`src/rtl/ysyx_22050019_rd_arbiter.sv`:
```
// Two-master round-robin arbiter for the shared memory read port (icache = m0, dcache = m1).
// A grant is held from the address handshake through the final beat; beats are counted locally.
module ysyx_22050019_rd_arbiter #(
    parameter int ADDR_WIDTH = 32,
    parameter int DATA_WIDTH = 64,
    parameter int LEN_WIDTH  = 8
) (
    input  logic                  clk,
    input  logic                  rst,
    // master 0: icache refill
    input  logic                  m0_ar_valid_i,
    output logic                  m0_ar_ready_o,
    input  logic [ADDR_WIDTH-1:0] m0_ar_addr_i,
    input  logic [LEN_WIDTH-1:0]  m0_ar_len_i,
    output logic                  m0_r_valid_o,
    input  logic                  m0_r_ready_i,
    output logic [1:0]            m0_r_resp_o,
    output logic [DATA_WIDTH-1:0] m0_r_data_o,
    output logic                  m0_r_last_o,
    // master 1: dcache / uncached load
    input  logic                  m1_ar_valid_i,
    output logic                  m1_ar_ready_o,
    input  logic [ADDR_WIDTH-1:0] m1_ar_addr_i,
    input  logic [LEN_WIDTH-1:0]  m1_ar_len_i,
    output logic                  m1_r_valid_o,
    input  logic                  m1_r_ready_i,
    output logic [1:0]            m1_r_resp_o,
    output logic [DATA_WIDTH-1:0] m1_r_data_o,
    output logic                  m1_r_last_o,
    // slave: memory read port
    output logic                  s_ar_valid_o,
    input  logic                  s_ar_ready_i,
    output logic [ADDR_WIDTH-1:0] s_ar_addr_o,
    output logic [LEN_WIDTH-1:0]  s_ar_len_o,
    input  logic                  s_r_valid_i,
    output logic                  s_r_ready_o,
    input  logic [1:0]            s_r_resp_i,
    input  logic [DATA_WIDTH-1:0] s_r_data_i,
    input  logic                  s_r_last_i,
    // status
    output logic                  busy_o,
    output logic                  err_o
);

    typedef enum logic [1:0] {
        ST_IDLE = 2'd0,
        ST_AR   = 2'd1,
        ST_R    = 2'd2
    } state_e;

    state_e                 state_q, state_d;
    logic                   grant_q, grant_d;
    logic                   last_grant_q, last_grant_d;
    logic [LEN_WIDTH-1:0]   beat_cnt_q, beat_cnt_d;
    logic [LEN_WIDTH-1:0]   len_q, len_d;
    logic                   err_q, err_d;

    logic                   in_ar;
    logic                   in_r;
    logic                   r_sel0;
    logic                   r_sel1;
    logic                   sel_ar_valid;
    logic [ADDR_WIDTH-1:0]  sel_ar_addr;
    logic [LEN_WIDTH-1:0]   sel_ar_len;
    logic                   sel_r_ready;
    logic                   last_hit;
    logic                   ar_hs;
    logic                   beat_hs;

    // Outputs are masked while rst is high so an aborted burst forwards nothing more.
    assign in_ar  = (state_q == ST_AR) && !rst;
    assign in_r   = (state_q == ST_R)  && !rst;
    assign r_sel0 = in_r && !grant_q;
    assign r_sel1 = in_r &&  grant_q;

    assign sel_ar_valid = grant_q ? m1_ar_valid_i : m0_ar_valid_i;
    assign sel_ar_addr  = grant_q ? m1_ar_addr_i  : m0_ar_addr_i;
    assign sel_ar_len   = grant_q ? m1_ar_len_i   : m0_ar_len_i;
    assign sel_r_ready  = grant_q ? m1_r_ready_i  : m0_r_ready_i;

    // Termination follows the local count; the slave's last flag is only cross-checked.
    assign last_hit = (beat_cnt_q == len_q);
    assign ar_hs    = s_ar_valid_o && s_ar_ready_i;
    assign beat_hs  = s_r_valid_i && s_r_ready_o;

    assign s_ar_valid_o  = in_ar && sel_ar_valid;
    assign s_ar_addr_o   = in_ar ? sel_ar_addr : '0;
    assign s_ar_len_o    = in_ar ? sel_ar_len  : '0;
    assign m0_ar_ready_o = in_ar && !grant_q && s_ar_ready_i;
    assign m1_ar_ready_o = in_ar &&  grant_q && s_ar_ready_i;

    assign s_r_ready_o   = in_r && sel_r_ready;

    assign m0_r_valid_o  = r_sel0 && s_r_valid_i;
    assign m0_r_resp_o   = r_sel0 ? s_r_resp_i : 2'b00;
    assign m0_r_data_o   = r_sel0 ? s_r_data_i : '0;
    assign m0_r_last_o   = r_sel0 && last_hit;

    assign m1_r_valid_o  = r_sel1 && s_r_valid_i;
    assign m1_r_resp_o   = r_sel1 ? s_r_resp_i : 2'b00;
    assign m1_r_data_o   = r_sel1 ? s_r_data_i : '0;
    assign m1_r_last_o   = r_sel1 && last_hit;

    assign busy_o = (state_q != ST_IDLE) && !rst;
    assign err_o  = err_q && !rst;

    always_comb begin
        // NOTE: every _d defaults to its _q first, so no path through the case infers a latch.
        state_d      = state_q;
        grant_d      = grant_q;
        last_grant_d = last_grant_q;
        beat_cnt_d   = beat_cnt_q;
        len_d        = len_q;
        err_d        = err_q;

        unique case (state_q)
            ST_IDLE: begin
                if (m0_ar_valid_i || m1_ar_valid_i) begin
                    state_d = ST_AR;
                    if (m0_ar_valid_i && m1_ar_valid_i) begin
                        grant_d = ~last_grant_q;
                    end else begin
                        grant_d = m1_ar_valid_i;
                    end
                end
            end

            ST_AR: begin
                if (!sel_ar_valid) begin
                    state_d = ST_IDLE;
                end else if (ar_hs) begin
                    state_d    = ST_R;
                    len_d      = sel_ar_len;
                    beat_cnt_d = '0;
                end
            end

            ST_R: begin
                if (beat_hs) begin
                    if (s_r_last_i != last_hit) begin
                        err_d = 1'b1;
                    end
                    if (last_hit) begin
                        state_d      = ST_IDLE;
                        last_grant_d = grant_q;
                        beat_cnt_d   = '0;
                    end else begin
                        beat_cnt_d = beat_cnt_q + LEN_WIDTH'(1);
                    end
                end
            end

            default: begin
                state_d = ST_IDLE;
            end
        endcase
    end

    // NOTE: sequential state is written only with non-blocking assignments.
    always_ff @(posedge clk) begin
        if (rst) begin
            state_q      <= ST_IDLE;
            grant_q      <= 1'b0;
            last_grant_q <= 1'b1;
            beat_cnt_q   <= '0;
            len_q        <= '0;
            err_q        <= 1'b0;
        end else begin
            state_q      <= state_d;
            grant_q      <= grant_d;
            last_grant_q <= last_grant_d;
            beat_cnt_q   <= beat_cnt_d;
            len_q        <= len_d;
            err_q        <= err_d;
        end
    end

endmodule

```
`config.mk`:
```
export PLATFORM = sky130hd
export DESIGN_NAME = ysyx_22050019_rd_arbiter
export DESIGN_NICKNAME = d
export VERILOG_FILES = /design/src/rtl/ysyx_22050019_rd_arbiter.sv
export SDC_FILE = /design/constraint.sdc
export NUM_CORES = 1
export LEC_CHECK = 0
export ABC_AREA = 0
export BUFFER_PORTS_ARGS = -buffer_cell sky130_fd_sc_hd__buf_2
export CORE_AREA = 2 2 131 133
export CTS_BUF_LIST = sky130_fd_sc_hd__clkbuf_16
export DETAILED_ROUTE_END_ITERATION = 7
export DIE_AREA = 0 0 133 135
export REMOVE_ABC_BUFFERS = 1
export SYNTH_ARGS = -nofsm -noshare
export SYNTH_HDL_FRONTEND = slang
export SYNTH_SLANG_ARGS = --single-unit
```
`constraint.sdc`:
```
create_clock -name clk -period 3 [get_ports clk]
set_input_delay 0.6 -clock clk [delete_from_list [all_inputs] [get_ports clk]]
set_output_delay 0.6 -clock clk [all_outputs]
set_load 0.01 [all_outputs]
```
### Word level (Yosys, flattened, before mapping)

Index checks and enable logic that the tools add are counted.
W data, S select, Z words.

* register bits after elaboration: 21
* input port bits: 155
* word-level logic and storage cells: 71

* bitwise logic cells: 1
* $add $sub $neg: 1
* reduce and logical (&&, ||, !) cells: 31
* eq/ne operators: 10
* muxes and demuxes: 22

Operators with widths (count)
* $mux W64: 2
* $mux W32: 2
* $mux W8: 6
* $logic_and A1 B1 Y1: 19
* $pmux W8 S2: 1
* $mux W2: 7
* $ne A2 B2 Y1 const B: 5
* $reduce_and A3 Y1: 3
* $add A8 B1 Y8 const B: 1
* $eq A8 B8 Y1: 1
* $reduce_and A4 Y1: 2
* $pmux W2 S3: 1
* $reduce_bool A2 Y1: 2
* $mux W1: 3
* $ne A3 B3 Y1 const B: 1
* $eq A2 B1 Y1 const B: 1
* $eq A2 B2 Y1 const B: 1
* $logic_not A1 Y1: 2
* $logic_not A2 Y1: 1
* $reduce_and A2 Y1: 1
* $logic_or A1 B1 Y1: 1
* $ne A1 B1 Y1: 1
* $not A1 Y1: 1

### Longest topological paths before layout

* depth in word-level cells: 7
* mapped depth: 7
* depth with buffers taken out: 5

### Worst setup path after synthesis

No wires, ideal clock.

* kind: input-to-output
* from: input rst
* to: output m0_r_data_o[33]
* data arrival time: 1.622 ns
* stages: 6
* buffers on the path: 3
* path slack: 0.778 ns
* cells stage by stage: buf_2 > or2_1 > nor2_2 > buf_2 > buf_2 > and2_1

* cells in the longest elaborated chain, start to end: 4

RTL lines
* from (decl): line 9 `input logic rst,`
* $logic_not A1 Y1: line 72 `assign in_r = (state_q == ST_R) && !rst;`
* $logic_and A1 B1 Y1: line 72
* $logic_and A1 B1 Y1: line 73 `assign r_sel0 = in_r && !grant_q;`
* $mux W64: line 96 `assign m0_r_data_o = r_sel0 ? s_r_data_i : '0;`
* to (decl): line 18 `output logic [DATA_WIDTH-1:0] m0_r_data_o,`

No other way between the ends.

### Worst setup path in the final report

* from: register state_q[0]
* to: output m0_r_data_o[44]

* cells in the longest elaborated chain, start to end: 4

RTL lines
* from (decl): line 51 `state_e state_q, state_d;`
* from (signal assigned): line 169 `state_q <= state_d;`
* $eq A2 B2 Y1: line 72
* $logic_and A1 B1 Y1: line 72
* $logic_and A1 B1 Y1: line 73
* $mux W64: line 96

No other way between the ends.

==> results.md <==
* Hold crit path type: flip-flop to flip-flop
* Critical Path End Type: output pin
* Fin. max-slew vios at 0
* Max stage delay on crit path at 0.39 ns
* Core Area at 16400 sq um
* Final WS setup at 0.487 ns
* Internal at 0.666 mW
* Antenna violations before repair at 6
* Post_cts resized at 0
* Post-route ant nets at 0
* Synthesized flop and latch total at 21
* Worst hold slack at 0.512 ns
* Routed len/inst at 14.3 um
* Sequential power share at 30.5%
* Worst-path cell chain: nand2b_2, or2_1, nor2_4, buf_12, and2_1, buf_2
* Clock latency on the worst-skew pair at 0.25 ns
* Critical Path RT at 2.40 ns
* CP max FO at 67
* Initial core utilization at 16.4%
* Clock buffer depth at 2
* Final setup violation count at 0
* Maximum vdd drop at 0.171 mV
* Max-slew headroom at 54.5%
* Worst R2R Path Depth at 5
* Largest cells by area after synthesis: and3_1 (17%), and2_1 (16%), dfxtp_1 (16%)
* Max-cap violations at 0
* Register area share after synthesis at 15.6%
* Fmax at 398 MHz
* Total number of vias at 3805
* Clk slew on worst S/H paths at 0.06 ns
* Port bufs at 336
* H-tree depth at 1
* Post-CTS Hold Buffers at 0
* Final hold vios at 0
* CP Buf/Inv Count at 2
* CP delay by family, top: simple AND/OR/NAND/NOR gates
* # DRC at 0
* CTS tree: done
* Power share of the clock group at 28.1%
* Critical path class: flip-flop to output pin
* Clock sinks at 21
* Hold path depth at 2
* Switching Power at 0.347 mW
* Routed WL at 13100 um
* Logic pwr share at 41.4%
* Layout area overhead at 74.3%
* Nets at 843
* Place WS at 0.603 ns
* Synth area leader: and3_1
* Highest-count cells in the layout ignoring fill and taps: buf_2 (336), and3_1 (72), and2_1 (68)
* Clock root buffer master: clkbuf_16
* Leak at 2.89 nW
* Detailed Place HPWL at 11000 um
* Total global-route track usage at 13.2%
* Slowest-stage cell, CP: dfxtp_1
* Crit path time final at 2.51 ns
* RSZ-0062 raised after global routing: no
* Via count of the first global-routing pass at 3353
* Chip height at 135 um
* Area of the die at 18000 sq um
* Avg Vias per Cell at 4.17
* Yosys cell types at 42
* Switching Share at 34.3%
* Grt total ovfl at 0
* Status: completed
* Core Util, Final at 28.6%
* First-pass GRT wire length at 18600 um
* Synth warn at 0
* GPL Wtd Cong at 0.827
* DR pass1 iterations at 4
* Post-Syn Area at 2690 sq um
* # IOs at 337
* Largest net degree at the start of global routing at 69
* Worst slew pin tran at 0.682 ns
* Fill count at 1815
* Post-CTS Setup Repair Bufs at 0
* Pwr per Cell Area at 216 nW/um^2
* Clock Skew at 0.00194 ns
* CTS Buf Count at 3
* Post-route setup TNS at 0 ns
* Die X at 133 um
* Crit start category: flip-flop
* Avg Cell Area, Syn at 7.17 sq um
* Worst EP arrival at 1.91 ns
* Leading cell type in the layout, fill and taps excluded: buf_2
* Layout cell share with drive strength beyond 1 at 52.6%
* Synth top area share at 16.8%
* Stages on worst setup path at 6
* # rows at 47
* Starting DRC count in detailed routing at 143
* Cells after Synth at 375
* Final period util at 83.8%
## cell families after synthesis
group	after synthesis	synth area share (%)
and+or+nand+nor	232	49.2
muxes	42	16.1
xor gates and xnor gates	9	2.93
adders and majority gates	1	0.465
buffers and inverters	38	6.15
AOI/OAI and AO/OA	32	9.54
DFF	21	15.6
## stage by stage
step / instance area, sq um / total power, mW / instances
4_1_cts: 4670 / 1.03 / 906
3_5_place_dp: 4590 / 0.738 / 902
5_1_grt: 4690 / 1.08 / 912
6_report: 4690 / 1.01 / 912
3_3_place_gp: 4590 / 0.736 / 902
2_1_floorplan: 2530 / 0.515 / 339
## power by group through the flow
stage	Combinational [mW]	Sequential, mW	Clock [mW]
5_1_grt	0.460	0.312	0.305
2_1_floorplan	0.190	0.324	0
3_3_place_gp	0.421	0.315	0
6_report	0.420	0.309	0.285
3_5_place_dp	0.423	0.316	0
4_1_cts	0.424	0.309	0.296
## final cells by class
class / count / area [sq um] / share of cell area, %
multi-input combinational: 316 / 2110 / 45.1
timing repair buffer: 343 / 1770 / 37.8
sequential: 21 / 424 / 9.05
tap: 220 / 275 / 5.87
clock buffer: 3 / 75.1 / 1.60
antenna: 6 / 15.0 / 0.320
inverter: 2 / 7.51 / 0.160
clock inverter: 1 / 5.00 / 0.107
## state kept, by name (all words and copies together), names as in the netlist
| register | count |
|---|---|
| state_q | 2 |
| grant_q | 1 |
| beat_cnt_q | 8 |
| last_grant_q | 1 |
| err_q | 1 |
| len_q | 8 |
## layer usage
layer  share of wire (%)  vias to the layer above  track usage (%)
met3                 8.0                        8             2.78
met4                 1.8                        0             4.84
met2                  50                      208             24.2
met1                  41                     1666             15.0
met5                   0                        -                0
li1                    -                     1923                -
## final timing paths
path / startpoint / end / slack [ns]
min reg2reg: len_q[6] / len_q[6] / 0.51
min: len_q[6] / len_q[6] / 0.51
max reg2reg: grant_q / beat_cnt_q[6] / 0.97
max: state_q[0] / m0_r_data_o[44] / 0.49
## worst min-delay path, delay by kind of cell, from the launching register on
kind	cells	cell delay (ns)
flip-flops	1	0.32
AO/OA/AOI/OAI	1	0.05
AND/OR/NAND/NOR	1	0.10
## synthesized netlist by cell type (all sizes together)
master and count:
a32oi 1, dfxtp 21, o32ai 1, a21oi 1
nand2b 4, nor2b 7, buf 14, xnor2 9
mux2i 42, and2b 1, nor3 1, a41oi 1
nand3b 2, and3 72, o22ai 9, ha 1
clkbuf 22, o31a 1, a31o 2, a211oi 9
or2 2, o21ai 1, nand2 6, nor3b 2
nand4 2, a22o 6, and4 1, and2 68
inv 2, nor2 63, nand3 1
Power figures use the tool's default switching activity.
